$ cat config.mk
export PLATFORM = sky130hd
export DESIGN_NAME = uart_send_12bit
export DESIGN_NICKNAME = d
export VERILOG_FILES = /design/src/rtl/uart_send_12bit.sv
export SDC_FILE = /design/constraint.sdc
export NUM_CORES = 1
export LEC_CHECK = 0
export ABC_CLOCK_PERIOD_IN_PS = 2300
export BUFFER_PORTS_ARGS = -buffer_cell sky130_fd_sc_hd__buf_2
export CORE_UTILIZATION = 53
export CTS_BUF_LIST = sky130_fd_sc_hd__clkbuf_16
export DETAILED_ROUTE_END_ITERATION = 12
export PLACE_DENSITY = 0.83
export SLEW_MARGIN = 30
export SYNTH_ARGS = -nofsm -noshare
export SYNTH_HDL_FRONTEND = slang
export SYNTH_SLANG_ARGS = --single-unit
$ cat constraint.sdc
create_clock -name clk -period 2.3 [get_ports clk]
set_input_delay 0.23 -clock clk [delete_from_list [all_inputs] [get_ports clk]]
set_output_delay 0.23 -clock clk [all_outputs]
set_load 0.03 [all_outputs]
$ cat src/rtl/uart_send_12bit.sv
// rtl/uart_send_12bit.sv - 12-bit word UART transmitter, two 8N1 frames per word (low byte first)
module uart_send_12bit #(
    parameter int CLK_FREQ = 100_000_000,
    parameter int UART_BPS = 115200
) (
    input  logic        clk,
    input  logic        rst_n,
    input  logic        send_en,
    input  logic [11:0] send_data_12bit,
    output logic        send_ready,
    output logic        uart_tx,
    output logic        byte_done,
    output logic        word_done
);

    localparam int          BPS_CNT  = CLK_FREQ / UART_BPS;
    localparam logic [15:0] BPS_LAST = 16'(BPS_CNT - 1);

    typedef enum logic [2:0] {
        IDLE  = 3'd0,
        START = 3'd1,
        DATA  = 3'd2,
        STOP  = 3'd3,
        DONE  = 3'd4
    } state_t;

    state_t      state;
    state_t      state_n;
    logic [15:0] clk_cnt;
    logic [15:0] clk_cnt_n;
    logic [2:0]  bit_idx;
    logic [2:0]  bit_idx_n;
    logic        byte_sel;
    logic        byte_sel_n;
    logic [11:0] data_q;
    logic [11:0] data_n;
    logic [7:0]  shift_byte;
    logic        tx_n;
    logic        bit_end;

    assign bit_end = (clk_cnt == BPS_LAST);

    always_comb begin
        state_n    = state;
        clk_cnt_n  = clk_cnt;
        bit_idx_n  = bit_idx;
        byte_sel_n = byte_sel;
        data_n     = data_q;
        case (state)
            IDLE: begin
                clk_cnt_n = 16'd0;
                if (send_en) begin
                    state_n    = START;
                    data_n     = send_data_12bit;
                    byte_sel_n = 1'b0;
                    bit_idx_n  = 3'd0;
                end
            end
            START: begin
                if (bit_end) begin
                    clk_cnt_n = 16'd0;
                    bit_idx_n = 3'd0;
                    state_n   = DATA;
                end else begin
                    clk_cnt_n = clk_cnt + 16'd1;
                end
            end
            DATA: begin
                if (bit_end) begin
                    clk_cnt_n = 16'd0;
                    if (bit_idx == 3'd7) begin
                        state_n = STOP;
                    end else begin
                        bit_idx_n = bit_idx + 3'd1;
                    end
                end else begin
                    clk_cnt_n = clk_cnt + 16'd1;
                end
            end
            STOP: begin
                if (bit_end) begin
                    clk_cnt_n  = 16'd0;
                    byte_sel_n = ~byte_sel;
                    // Low byte chains straight into the high byte's start bit.
                    state_n    = byte_sel ? DONE : START;
                end else begin
                    clk_cnt_n = clk_cnt + 16'd1;
                end
            end
            DONE: begin
                clk_cnt_n = 16'd0;
                state_n   = IDLE;
            end
            default: begin
                clk_cnt_n = 16'd0;
                state_n   = IDLE;
            end
        endcase
    end

    // The line value is computed from the next state so it can be registered
    // and still change on the same edge as the state.
    always_comb begin
        shift_byte = byte_sel_n ? {4'b0000, data_n[11:8]} : data_n[7:0];
        case (state_n)
            START:   tx_n = 1'b0;
            DATA:    tx_n = shift_byte[bit_idx_n];
            default: tx_n = 1'b1;
        endcase
    end

    always_ff @(posedge clk) begin
        if (!rst_n) begin
            state    <= IDLE;
            clk_cnt  <= 16'd0;
            bit_idx  <= 3'd0;
            byte_sel <= 1'b0;
            data_q   <= 12'd0;
            uart_tx  <= 1'b1;
        end else begin
            state    <= state_n;
            clk_cnt  <= clk_cnt_n;
            bit_idx  <= bit_idx_n;
            byte_sel <= byte_sel_n;
            data_q   <= data_n;
            uart_tx  <= tx_n;
        end
    end

    assign send_ready = (state == IDLE);
    assign byte_done  = (state == STOP) && bit_end;
    assign word_done  = (state == DONE);

endmodule

==> impl_metrics.env <==
export IMPL_outcome="finished, violations left"
export IMPL_yosysSeqAreaShare=0.3587
export IMPL_max_vdd_ir_drop_v=0.0005260
export IMPL_synthArstFlopShare=0
export IMPL_yosysTopAreaCellShare=0.3587
export IMPL_antenna_cells=0
export IMPL_tritoncts="yes"
export IMPL_grt_pass1_vias=1729
export IMPL_seqPwrFrac=0.456
export IMPL_cap_violations=0
export IMPL_finalClockSkew_ns=0.006137
export IMPL_pwr_density_cell_nw_per_um2=569.0
export IMPL_synth_edf_count=0
export IMPL_fin_ws_ns=-0.08073
export IMPL_worstMarginPinSlew_ns=0.7253
export IMPL_drive_above_1_share=0.2708
export IMPL_num_vias=1992
export IMPL_overflow=0
export IMPL_fp_dieW_um=63.58
export IMPL_grt_pass1_wl_um=8176
export IMPL_clockBufferDepth=2
export IMPL_clock_sinks=36
export IMPL_postRouteAntennaNets=0
export IMPL_grt_usage=0.2614
export IMPL_min_period_over_period=1.035
export IMPL_utilization=0.6900
export IMPL_clkPwrFrac=0.454
export IMPL_nFillCells=262
export IMPL_synth_cells=238
export IMPL_syn_nets=255
export IMPL_boundaryPins=19
export IMPL_cp_slowest_cell="nor3b_1"
export IMPL_fin_crit_ns=2.381
export IMPL_synthFlopType="dfxtp_1"
export IMPL_p_leak_nw=0.9218
export IMPL_synth_cell_types=57
export IMPL_ys_ff_latch=36
export IMPL_cts_root_buf="clkbuf_16"
export IMPL_coreArea_um2=3661
export IMPL_fin_nets=293
export IMPL_p_switching_w=0.0003503
export IMPL_syn_area_um2=2009
export IMPL_crit_fanout=9
export IMPL_pwr_share_comb=0.090
export IMPL_hp_class="in2reg"
export IMPL_p_int_w=0.001087
export IMPL_fin_tns_setup_ns=-0.08073
export IMPL_rsz0062_at_grt="yes"
export IMPL_drv_slew=0
export IMPL_dp_slack_ns=-0.05226
export IMPL_placementRows=22
export IMPL_yosysWarningCount=0
export IMPL_cts_buffers=5
export IMPL_violations="setup timing"
export IMPL_slew_headroom=0.5154
export IMPL_hold_viol_final=0
export IMPL_crit_required_ns=2.47
export IMPL_gp_congestion=0.8037
export IMPL_die_height_um=63.58
export IMPL_worstPathArrival_ns=2.55
export IMPL_drt_pass1_iterations=5
export IMPL_io_buffers=18
export IMPL_cts_htree_levels=2
export IMPL_crit_path_start_kind="flip-flop"
export IMPL_drt_wl_total_um=5422
export IMPL_critPathKind="reg2reg"
export IMPL_syn_to_final_growth_pct=25.72
export IMPL_insertion_delay_ns=0.28
export IMPL_power_share_switching=0.2437
export IMPL_drtIter0Drc=221
export IMPL_finalSetupViolCount=1
export IMPL_clk_pin_slew_ns=0.06
export IMPL_syn_avg_cell_area_um2=8.443
export IMPL_wl_per_cell_um=16.68
export IMPL_cp_end_kind="flip-flop"
export IMPL_ctsHoldBuffers=0
export IMPL_via_per_inst=6.129
export IMPL_path_cells="nor3b_1 -> a41oi_4 -> o31a_1 -> nor2_2 -> mux2_2 -> o211ai_1 -> a21oi_1"
export IMPL_hpwl_um=3123
export IMPL_die_area_um2=4042
export IMPL_synthTopCellsByArea="dfxtp_1 (36%), nand2_1 (6.5%), a21boi_0 (4.1%)"
export IMPL_antenna_found_initial=0
export IMPL_start_util=0.5489
export IMPL_yosys_area_top_type="dfxtp_1"
export IMPL_drc_errors=0
export IMPL_fmax_mhz=420.0
export IMPL_grt_max_degree=20
export IMPL_crit_path_max_incr_delay_ns=0.65
## synthesized netlist by cell type, types with 3 or more instances
cell type and count:
nand2_1 35, dfxtp_1 36, mux2i_1 3, a21boi_0 11
xnor2_1 4, and2_1 6, nor3_1 5, o31a_1 4
a41oi_1 3, inv_1 5, o21ai_0 11, nand4_1 3
clkbuf_1 8, nor2b_1 4, nand3_1 4, nor3b_1 5
a21oi_1 9, xor2_1 7, nor2_1 22, and3_1 4
or3_1 4
## power by group through the flow
stage	sequential [W]	combinational, W	clock (W)
global route	0.000657	0.000139	0.000690
CTS	0.000656	0.000119	0.000652
finish	0.000656	0.000129	0.000653
detailed placement	0.000668	0.000116	0
floorplan	0.000666	0.0000748	0
global placement	0.000667	0.000112	0
## metal layers
layer,vias to the layer above,share of wire,track usage
met3,25,0.065,0.05797
li1,947,-,-
met4,0,0.034,0.09943
met2,94,0.48,0.4282
met5,-,0,0
met1,926,0.42,0.3315
## metrics by stage
step	power, W	instances	cell area (um2)	hold slack (ns)
floorplan	0.0007410	238	2009	0.3649
global placement	0.0007793	308	2221	0.4500
detailed placement	0.0007848	308	2221	0.4551
CTS	0.001427	321	2441	0.1930
global route	0.001486	325	2526	0.1949
finish	0.001437	325	2526	0.1875
## path summary, 6_finish.rpt
kind	slack (ns)	endpoint	start	cells past startpoint
worst max-delay path	-0.08	uart_tx	state[1]	7
worst min-delay path	0.19	data_q[6]	send_data_12bit[6]	3
worst max register to register	-0.08	uart_tx	state[1]	7
worst min register to register	0.46	data_q[7]	data_q[7]	2
## worst max-delay path, delay by kind of cell, from the launching register on
kind,cells,cell delay [ns]
AO/OA/AOI/OAI,4,0.74
flip-flops,1,0.38
multiplexers,1,0.34
AND/OR/NAND/NOR,2,0.81
## logic make-up after synthesis
logic type                 count (synthesis)  synth area share
AOI/OAI and AO/OA                         58            0.2142
xor gates and xnor gates                  11           0.04794
adders and majority gates                  2           0.01245
buffers and inverters                     17           0.03861
DFF                                       36            0.3587
muxes                                      4           0.02055
and+or+nand+nor                          110            0.3076
## layout make-up
type                            count  area (um2)  share of cell area
Timing Repair Buffer               43       284.0              0.1124
Clock buffer                        5       125.1             0.04953
Clock inverter                      3       15.01            0.005944
Multi-Input combinational cell    185        1295              0.5126
Sequential cell                    36       728.2              0.2883
Tap cell                           48       60.06             0.02377
Inverter                            5       18.77            0.007429
## cells in the final DEF, fill, tap and decap left out, drive strengths merged, types with 4 or more instances in the layout
| master | Yosys | routed |
|---|---|---|
| nor3b | 5 | 5 |
| nand2 | 35 | 35 |
| nor2 | 22 | 22 |
| xor2 | 7 | 7 |
| o31a | 4 | 4 |
| clkbuf | 8 | 5 |
| inv | 5 | 6 |
| nand4 | 4 | 4 |
| dfxtp | 36 | 36 |
| nand3 | 5 | 5 |
| a21boi | 11 | 11 |
| nor4 | 4 | 4 |
| a21oi | 9 | 9 |
| and3 | 5 | 5 |
| xnor2 | 4 | 4 |
| o21ai | 11 | 11 |
| nor3 | 5 | 5 |
| nor2b | 4 | 4 |
| or3 | 4 | 4 |
| and2 | 7 | 7 |
| buf | 4 | 43 |
## state kept, by name, summed over array words and instances, names as in the netlist
| signal | count |
|---|---|
| uart_tx | 1 |
| state | 3 |
| byte_sel | 1 |
| data_q | 12 |
| clk_cnt | 16 |
| bit_idx | 3 |
## repair_timing
item	CTS	global route
setup buffers	6	4
setup endpoints to repair	1	2
pin swaps	8	8
resized for setup	9	13
Note: power is estimated with default switching activity, not from simulation.
